--- src/rtl/mod_add_pkg.sv ---
// Shared constants, side-band types and the round-robin search for the
// modular-adder arbiter.
package mod_add_pkg;

  localparam int DEF_DATA_WIDTH = 18;
  localparam int DEF_MODULUS    = 177147;
  localparam int MAX_REQ        = 16;
  localparam int TAG_ID_W       = 4;

  // Side-band information travelling alongside the adder stages.
  typedef struct packed {
    logic                vld;
    logic [TAG_ID_W-1:0] id;
    logic                err;
  } tag_t;

  // Result of the round-robin search.
  typedef struct packed {
    logic                found;
    logic [TAG_ID_W-1:0] idx;
  } pick_t;

  // First set bit of vld[n-1:0], searching upward from ptr and wrapping at n.
  function automatic pick_t rr_pick(input logic [MAX_REQ-1:0]  vld,
                                    input logic [TAG_ID_W-1:0] ptr,
                                    input int unsigned         n);
    pick_t       p;
    int unsigned j;
    p = '0;
    for (int unsigned k = 0; k < MAX_REQ; k++) begin
      if (k < n) begin
        j = 32'(ptr) + k;
        if (j >= n) j = j - n;
        if (!p.found && vld[TAG_ID_W'(j)]) begin
          p.found = 1'b1;
          p.idx   = TAG_ID_W'(j);
        end
      end
    end
    return p;
  endfunction

endpackage

--- src/rtl/mod_add_arbiter_mod_add_2stage.sv ---
// Two-register modular adder: result = (a + b + cin) mod MODULUS, 2-cycle latency.
module mod_add_2stage
  import mod_add_pkg::*;
#(
  parameter int DATA_WIDTH = DEF_DATA_WIDTH,
  parameter int MODULUS    = DEF_MODULUS
) (
  input  logic                  clk,
  input  logic [DATA_WIDTH-1:0] a,
  input  logic [DATA_WIDTH-1:0] b,
  input  logic                  cin,
  output logic [DATA_WIDTH-1:0] result
);

  localparam logic [DATA_WIDTH:0] MOD_EXT = (DATA_WIDTH + 1)'(MODULUS);

  logic [DATA_WIDTH:0] sum_q;

  // Stage 1: raw sum with one extra bit for the carry.
  always_ff @(posedge clk) begin
    sum_q <= {1'b0, a} + {1'b0, b} + {{DATA_WIDTH{1'b0}}, cin};
  end

  // Stage 2: single conditional subtraction brings in-range sums back below MODULUS.
  always_ff @(posedge clk) begin
    if (sum_q >= MOD_EXT) result <= DATA_WIDTH'(sum_q - MOD_EXT);
    else                  result <= sum_q[DATA_WIDTH-1:0];
  end

endmodule

--- src/rtl/mod_add_arbiter.sv ---
// Round-robin arbiter sharing one pipelined modular adder among NUM_REQ
// requesters, with credit-based flow control into a tagged result FIFO.
module mod_add_arbiter
  import mod_add_pkg::*;
#(
  parameter int DATA_WIDTH = DEF_DATA_WIDTH,
  parameter int MODULUS    = DEF_MODULUS,
  parameter int NUM_REQ    = 4,
  parameter int ID_W       = $clog2(NUM_REQ),
  parameter int OUT_DEPTH  = 4
) (
  input  logic                          clk,
  input  logic                          rst,
  input  logic [NUM_REQ-1:0]            req_valid,
  output logic [NUM_REQ-1:0]            req_ready,
  input  logic [NUM_REQ*DATA_WIDTH-1:0] req_a,
  input  logic [NUM_REQ*DATA_WIDTH-1:0] req_b,
  input  logic [NUM_REQ-1:0]            req_cin,
  output logic                          res_valid,
  input  logic                          res_ready,
  output logic [DATA_WIDTH-1:0]         res_data,
  output logic [ID_W-1:0]               res_id,
  output logic                          res_err,
  output logic                          busy
);

  localparam int CNT_W = $clog2(OUT_DEPTH + 1);
  localparam int PTR_W = $clog2(OUT_DEPTH);

  logic [ID_W-1:0]       rr_ptr;
  logic [CNT_W-1:0]      cnt;
  logic [CNT_W-1:0]      fifo_cnt;
  logic [PTR_W-1:0]      wr_ptr;
  logic [PTR_W-1:0]      rd_ptr;
  logic [MAX_REQ-1:0]    vld_ext;
  pick_t                 pick;
  logic                  can_issue;
  logic                  issue;
  logic                  pop;
  logic                  push;
  logic                  sel_err;
  logic [DATA_WIDTH-1:0] sel_a;
  logic [DATA_WIDTH-1:0] sel_b;
  logic                  sel_cin;
  logic [DATA_WIDTH-1:0] sum_mod;
  tag_t                  tag1;
  tag_t                  tag2;
  logic                  unused_tag_id;

  logic [DATA_WIDTH-1:0] fifo_data [OUT_DEPTH];
  logic [ID_W-1:0]       fifo_id   [OUT_DEPTH];
  logic                  fifo_err  [OUT_DEPTH];

  // Arbitration: round-robin winner, operand mux and credit-gated ready.
  always_comb begin
    vld_ext                = '0;
    vld_ext[NUM_REQ-1:0]   = req_valid;
    pick                   = rr_pick(vld_ext, TAG_ID_W'(rr_ptr), NUM_REQ);
    can_issue              = (cnt < CNT_W'(OUT_DEPTH)) && !rst;
    issue                  = pick.found && can_issue;
    sel_a                  = '0;
    sel_b                  = '0;
    sel_cin                = 1'b0;
    req_ready              = '0;
    for (int unsigned i = 0; i < NUM_REQ; i++) begin
      if (pick.found && (pick.idx == TAG_ID_W'(i))) begin
        sel_a        = req_a[i*DATA_WIDTH +: DATA_WIDTH];
        sel_b        = req_b[i*DATA_WIDTH +: DATA_WIDTH];
        sel_cin      = req_cin[i];
        req_ready[i] = can_issue;
      end
    end
    sel_err = (sel_a >= DATA_WIDTH'(MODULUS)) || (sel_b >= DATA_WIDTH'(MODULUS));
  end

  mod_add_2stage #(
    .DATA_WIDTH (DATA_WIDTH),
    .MODULUS    (MODULUS)
  ) u_add (
    .clk    (clk),
    .a      (sel_a),
    .b      (sel_b),
    .cin    (sel_cin),
    .result (sum_mod)
  );

  assign pop           = res_valid && res_ready;
  assign push          = tag2.vld;
  assign unused_tag_id = ^tag2.id;

  // Round-robin pointer advances past the winner on every issue.
  always_ff @(posedge clk) begin
    if (rst)        rr_ptr <= '0;
    else if (issue) rr_ptr <= (pick.idx == TAG_ID_W'(NUM_REQ - 1)) ? '0
                                                                   : ID_W'(pick.idx + 1'b1);
  end

  // Credits cover both adder stages plus FIFO occupancy, so the FIFO never overflows.
  always_ff @(posedge clk) begin
    if (rst)                cnt <= '0;
    else if (issue && !pop) cnt <= cnt + 1'b1;
    else if (pop && !issue) cnt <= cnt - 1'b1;
  end

  // Side-band valid/id/err shift in lockstep with the adder registers.
  always_ff @(posedge clk) begin
    if (rst) begin
      tag1 <= '0;
      tag2 <= '0;
    end else begin
      tag1 <= '{vld: issue, id: pick.idx, err: sel_err};
      tag2 <= tag1;
    end
  end

  // FIFO storage; out-of-range operations store a zero result.
  always_ff @(posedge clk) begin
    if (push) begin
      fifo_data[wr_ptr] <= tag2.err ? '0 : sum_mod;
      fifo_id[wr_ptr]   <= ID_W'(tag2.id);
      fifo_err[wr_ptr]  <= tag2.err;
    end
  end

  // FIFO pointers and occupancy; simultaneous push and pop keep occupancy.
  always_ff @(posedge clk) begin
    if (rst) begin
      wr_ptr   <= '0;
      rd_ptr   <= '0;
      fifo_cnt <= '0;
    end else begin
      if (push) wr_ptr <= (wr_ptr == PTR_W'(OUT_DEPTH - 1)) ? '0 : wr_ptr + 1'b1;
      if (pop)  rd_ptr <= (rd_ptr == PTR_W'(OUT_DEPTH - 1)) ? '0 : rd_ptr + 1'b1;
      if (push && !pop)      fifo_cnt <= fifo_cnt + 1'b1;
      else if (pop && !push) fifo_cnt <= fifo_cnt - 1'b1;
    end
  end

  // Head of FIFO drives the result port; zeros when empty.
  always_comb begin
    res_valid = (fifo_cnt != '0);
    res_data  = res_valid ? fifo_data[rd_ptr] : '0;
    res_id    = res_valid ? fifo_id[rd_ptr]   : '0;
    res_err   = res_valid ? fifo_err[rd_ptr]  : 1'b0;
    busy      = (cnt != '0);
  end

endmodule
--- config.mk ---
export PLATFORM = sky130hd
export DESIGN_NAME = mod_add_arbiter
export DESIGN_NICKNAME = d
export VERILOG_FILES = /design/src/rtl/mod_add_pkg.sv /design/src/rtl/mod_add_arbiter_mod_add_2stage.sv /design/src/rtl/mod_add_arbiter.sv
export SDC_FILE = /design/constraint.sdc
export NUM_CORES = 1
export LEC_CHECK = 0
export ABC_AREA = 1
export CAP_MARGIN = 20
export CORE_ASPECT_RATIO = 0.6
export CORE_UTILIZATION = 56
export CTS_CLUSTER_DIAMETER = 120
export CTS_CLUSTER_SIZE = 16
export DETAILED_ROUTE_END_ITERATION = 6
export PLACE_DENSITY_LB_ADDON = 0.12
export SETUP_SLACK_MARGIN = 0.02
export SYNTH_ARGS = -nofsm -noshare
export SYNTH_HDL_FRONTEND = slang
export SYNTH_SLANG_ARGS = --single-unit
--- constraint.sdc ---
create_clock -name clk -period 16.3 [get_ports clk]
set_clock_uncertainty 0.2 [all_clocks]
set_input_delay 1.63 -clock clk [delete_from_list [all_inputs] [get_ports clk]]
set_output_delay 1.63 -clock clk [all_outputs]
set_load 0.005 [all_outputs]
---- Word-level counts from Yosys, hierarchy flattened ----
Memory sizes are Yosys's and may differ from the RTL's. A register that Yosys moved wholly into a read port is not among the register bits.
Index checks and enable logic that the tools add are counted.
Widths: inputs -> output; s select.
word-level totals
  bits in registers ....................... 57
  latch bits .............................. 0
  RAM bits ................................ 84
  memory bits (read-only) ................. 0
  bits of input ports ..................... 155
  word-level logic and storage cells ...... 129
  memories ................................ 3
memories
  memory     words  bits a word  read ports  clocked after Yosys merged registers in  wr ports  RTL line               RTL
  fifo_data  4      18           1           1                                        1         mod_add_arbiter.sv:50  logic [DATA_WIDTH-1:0] fifo_data [OUT_DEPTH];
  fifo_id    4      2            1           1                                        1         mod_add_arbiter.sv:51  logic [ID_W-1:0] fifo_id [OUT_DEPTH];
  fifo_err   4      1            1           1                                        1         mod_add_arbiter.sv:52  logic fifo_err [OUT_DEPTH];
operators by class
  add/subtract/negate cells ............... 17
  multiply operators ...................... 0
  divide/modulo/power cells ............... 0
  order comparisons ....................... 12
  eq/ne operators ......................... 5
  shifts and indexed selects .............. 0
  muxes and demuxes ....................... 52
  bitwise gates (word level) .............. 0
  reductions and logical operators ........ 27
operators by type and width
  kind                    number
  $mux 18                 11
  $ge 18x18->1 const B    2
  $lt 4x5->1 const B      4
  $mux 2                  10
  $mux 5                  4
  $add 18x18->19          1
  $add 19x1->19           1
  $ge 19x18->1 const B    1
  $sub 18x18->18 const B  1
  $bmux 1 s4              4
  $mux 4                  4
  $mux 1                  15
  $logic_and 1x1->1       14
  $mux 3                  4
  $sub 3x3->4 const B     3
  $ge 3x3->1 const B      3
  $eq 4x2->1 const B      2
  $logic_not 1->1         7
  $add 2x1->2 const B     3
  $add 2x2->3 const B     2
  $add 3x1->3 const B     2
  $reduce_bool 3->1       2
  $sub 3x1->3 const B     2
  $eq 2x2->1 const B      2
  other kinds (8)         9

---- Longest topological paths before layout ----
  depth in word-level cells ............... 22
  mapped depth ............................ 36
  gate-level depth less buffers ........... 33

---- Cells and area by module ----
A second synthesis with hierarchy kept.
second synthesis, totals
  cells, all modules ...................... 1247
  area total of the unflattened synthesis .. 9054.9 um2
modules (own cells, without submodules)
  module           times used  cells an instance  area an instance (um2)  seq. area each (um2)
  mod_add_arbiter  1           850                6510.0                  2962.8
  mod_add_2stage   1           397                2544.9                  740.7

---- Worst setup path after synthesis ----
No wires, ideal clock.
  path kind ............................... input-to-reg
  start ................................... input port req_valid[3]
  end ..................................... register u_add.sum_q[16]
  setup time .............................. 0.132 ns
  data arrival time ....................... 5.880 ns
  required time ........................... 15.968 ns
  slack ................................... 10.087 ns
  stages on the path ...................... 32
  buffers on the path ..................... 3
  cells stage by stage .................... inv_1 -> nand2_1 -> nand3_2 -> nand2_4 -> nor2_4 -> nand3_1 -> nand3_1 -> nor2_4 -> buf_2 -> ha_1 -> nand2_4 -> inv_2 -> buf_6 -> buf_2 -> nand2_1 -> nand3_1 -> nand3_1 -> nand2_1 -> inv_1 -> fa_1 -> fa_1 -> nor3_1 -> nor2_1 -> o21ai_0 -> a21oi_1 -> o21bai_1 -> nand2_1 -> nand2_1 -> a21oi_1 -> o21ai_0 -> a21boi_0 -> xor2_1
between the ends
  word-level cells in the longest chain between the ends .. 20
RTL lines
  what                          RTL line                              RTL
  start, declared               mod_add_arbiter.sv:14                 input logic [NUM_REQ-1:0] req_valid,
  $bmux 1 s4                    mod_add_pkg.sv:34                     if (!p.found && vld[TAG_ID_W'(j)]) begin
  $mux 1 (implied by the code)  mod_add_pkg.sv:34
  $mux 5                        mod_add_pkg.sv:34
  $logic_not 1->1               mod_add_pkg.sv:34
  $logic_and 1x1->1             mod_add_pkg.sv:34
  $mux 5                        mod_add_pkg.sv:34
  $logic_not 1->1               mod_add_pkg.sv:34
  $logic_and 1x1->1             mod_add_pkg.sv:34
  $mux 5                        mod_add_pkg.sv:34
  $logic_not 1->1               mod_add_pkg.sv:34
  $logic_and 1x1->1             mod_add_pkg.sv:34
  $mux 5 *                      mod_add_pkg.sv:34
  $logic_not 4->1               mod_add_arbiter.sv:66                 if (pick.found && (pick.idx == TAG_ID_W'(i))) begin
  $logic_and 1x1->1             mod_add_arbiter.sv:66
  $mux 18 (4 in series)         mod_add_arbiter.sv:66
  $add 18x18->19                mod_add_arbiter_mod_add_2stage.sv:21  sum_q <= {1'b0, a} + {1'b0, b} + {{DATA_WIDTH{1'b0}}, cin};
  $add 19x1->19 *               mod_add_arbiter_mod_add_2stage.sv:21
  end signal, assigned          mod_add_arbiter_mod_add_2stage.sv:21
  end, declared                 mod_add_arbiter_mod_add_2stage.sv:17  logic [DATA_WIDTH:0] sum_q;
Every way passes the cells marked *; elsewhere a longest branch is shown, timed or not. The select of a mux whose other input is x is not followed.
A chain may end at the register's enable or synchronous reset.

---- Final worst setup path ----
  start ................................... input port req_valid[3]
  end ..................................... register u_add.sum_q[18]
Same word-level chain as after synthesis.

==> qor.csv <==
metric;value;unit
yosys warns;0;
Post-synth EDFFs;84;
CTS tree;built;
Yosys reg bits;143;
fill count;1106;
post-route ant nets;0;
dpl hpwl;16300;um
Initial Util;58.0;%
FFs w/ async S/R, synth;0;%
I/O pin total;182;
most frequent cells in the layout;246 x nand2_1, 181 x clkdlybuf4s50_1, 163 x nor2_1;
core area;14600;um2
startpoint types;input port;
reg2reg setup slack;9.26;ns
commonest non-fill, non-tap cell in the layout;nand2_1;
slowest stage delay, CP;0.65;ns
worst-skew pair later-pin latency;0.42;ns
port bufs;181;
HP Class;register to register;
Post-synth top flop;edfxtp_1;
share of cells above drive strength 1;5.54;%
GPL Wtd Cong;0.915;
Worst slew margin;29.8;%
Die X;161;um
cell repeated most along the worst path;nand2_1;
vias per cell;5.27;
Reg-to-Reg End;u_add.sum_q[18];
final setup violating endpoints;0;
first-pass GRT wire length;36500;um
Synth Cell Area;8490;um2
number of DRC markers in iteration 0;698;
Routed WL;22700;um
drt pass-1 iters;6;
DR vias;7799;
Final #Nets;1459;
WL/cell;15.3;um
Max Slew Vio Count;0;
RSZ-0062 raised after global routing;no;
overall routing resource usage;29.9;%
Setup TNS;0;ns
Multi-input gate area;4000;um2
chip height;97.4;um
clk sinks;143;
period utilization;47.9;%
CP max stage cell;nor2_4;
final hold violation count;0;
TritonCTS buffer count;17;
H-tree levels;4;
Max Cap Viol;0;
initial antenna violation count;0;
Yosys cell types;46;
biggest fanout along the worst timing path;48;
Clock Path Buffers;2;
cells after synthesis;1111;
vias in the first global route;7373;
Tightest Pin Transition;1.05;ns
critical path arrival;7.97;ns
Worst Hold End;push;
hold_buf cts;0;
Syn Nets;1301;
sequential fraction of the synthesis area;43.6;%
GRT overflow;0;
Worst EP required;16.46;ns
Min-Delay Path Depth;2;
clock-pin slew on the worst setup and hold paths;0.06;ns
standard-cell rows;34;
Die ar.;15700;um2
Final min period;7.81;ns
Fmax;128;MHz
DRC Markers;0;
Area Overhead vs Synth;29.5;%
crit end category;register;
critical path class;input port to register;
R2R Path Start;rr_ptr[0];
status;completed;
Post-CTS Repair Setup Buffers;0;
Root Buffer;clkbuf_16;
Reg area;3700;um2
r2r worst-path depth;33;
Syn Area/Cell;7.64;um2
largest net degree at the start of global routing;70;
min-delay src;tag1[5];
antenna diode count;0;
CTS-repair resized insts;0;
[state kept, by name, summed over array words and instances (netlist names), named ones only]
name / count
fifo_data: 72
u_add.sum_q: 19
u_add.result: 18
fifo_id: 8
fifo_err: 4
tag1: 4
cnt: 3
fifo_cnt: 3
tag2: 3
rd_ptr: 2
rr_ptr: 2
wr_ptr: 2
push: 1
[logic make-up (layout without fill, tap and decap cells)]
| family | after synthesis | count (layout) | share of synthesized area (%) |
|---|---|---|---|
| adder cells (fa/ha/maj) | 35 | 35 | 5.51 |
| multiplexers | 1 | 1 | 0.133 |
| buffers and inverters | 192 | 363 | 9.35 |
| XOR/XNOR | 35 | 35 | 3.61 |
| flip-flops | 143 | 143 | 43.6 |
| AND/OR/NAND/NOR | 547 | 547 | 27.8 |
| AO/OA/AOI/OAI | 158 | 158 | 9.94 |
[metal layers]
metal  wire [um]  up-vias  GRT usage, %  part of all wire (%)
li1            -     3900             -                     -
met2       10100      306          46.2                    44
met4         412        0          9.65                   1.8
met3        1620       39          4.61                   7.1
met1       10600     3554          43.0                    47
met5           0        -             0                     0
[per-stage QoR]
stage / util, % / hold slack, ns / worst slack, ns / instance area (um2) / cells
floorplan: - / 0.188 / 10.09 / 8490 / 1111
global placement: 70.7 / 0.199 / 8.54 / 10400 / 1447
detailed placement: 70.7 / 0.203 / 8.29 / 10400 / 1447
CTS: 74.9 / 0.220 / 8.61 / 11000 / 1479
global route: 75.1 / 0.242 / 7.97 / 11000 / 1480
finish: 75.1 / 0.220 / 8.49 / 11000 / 1480
[synthesized netlist by cell type (all sizes together) (11+ instances only)]
| library cell | instances | area [um2] |
|---|---|---|
| nand2 | 256 | 1010 |
| nor2 | 168 | 653 |
| inv | 142 | 541 |
| o21ai | 91 | 455 |
| edfxtp | 84 | 2520 |
| nand3 | 80 | 428 |
| dfxtp | 59 | 1180 |
| a21oi | 50 | 262 |
| ha | 31 | 388 |
| buf | 25 | 158 |
| clkbuf | 23 | 87.6 |
| xor2 | 19 | 166 |
| xnor2 | 16 | 140 |
| nand3b | 13 | 97.6 |
| nand4 | 11 | 68.8 |
[cell type report]
type,instances,area share [%]
clock buffers,27,5.29
multi-input cells,776,36.4
clock inverters,5,0.319
well taps,198,2.25
inverters,144,4.98
repair buffers,187,17.1
flip-flops and latches,143,33.7
[worst max path at each step]
stage                 startpoint              end  slack, ns  cells past startpoint
floorplan           req_valid[3]  u_add.sum_q[16]      10.09                     32
global placement    req_valid[3]  u_add.sum_q[16]       8.54                     31
detailed placement  req_valid[3]  u_add.sum_q[18]       8.29                     33
CTS                 req_valid[3]  u_add.sum_q[18]       8.61                     33
global route        req_valid[3]  u_add.sum_q[18]       7.97                     33
finish              req_valid[3]  u_add.sum_q[18]       8.49                     33
[worst max-delay path, delay by kind of cell]
kind,cells,cell delay [ns]
AND/OR/NAND/NOR,18,2.44
AO/OA/AOI/OAI,7,1.40
adder cells (fa/ha/maj),3,1.32
buffers and inverters,5,1.14
Power is not shown: default switching activity piles up to over one toggle a cycle in this logic, so the estimate is an artifact.
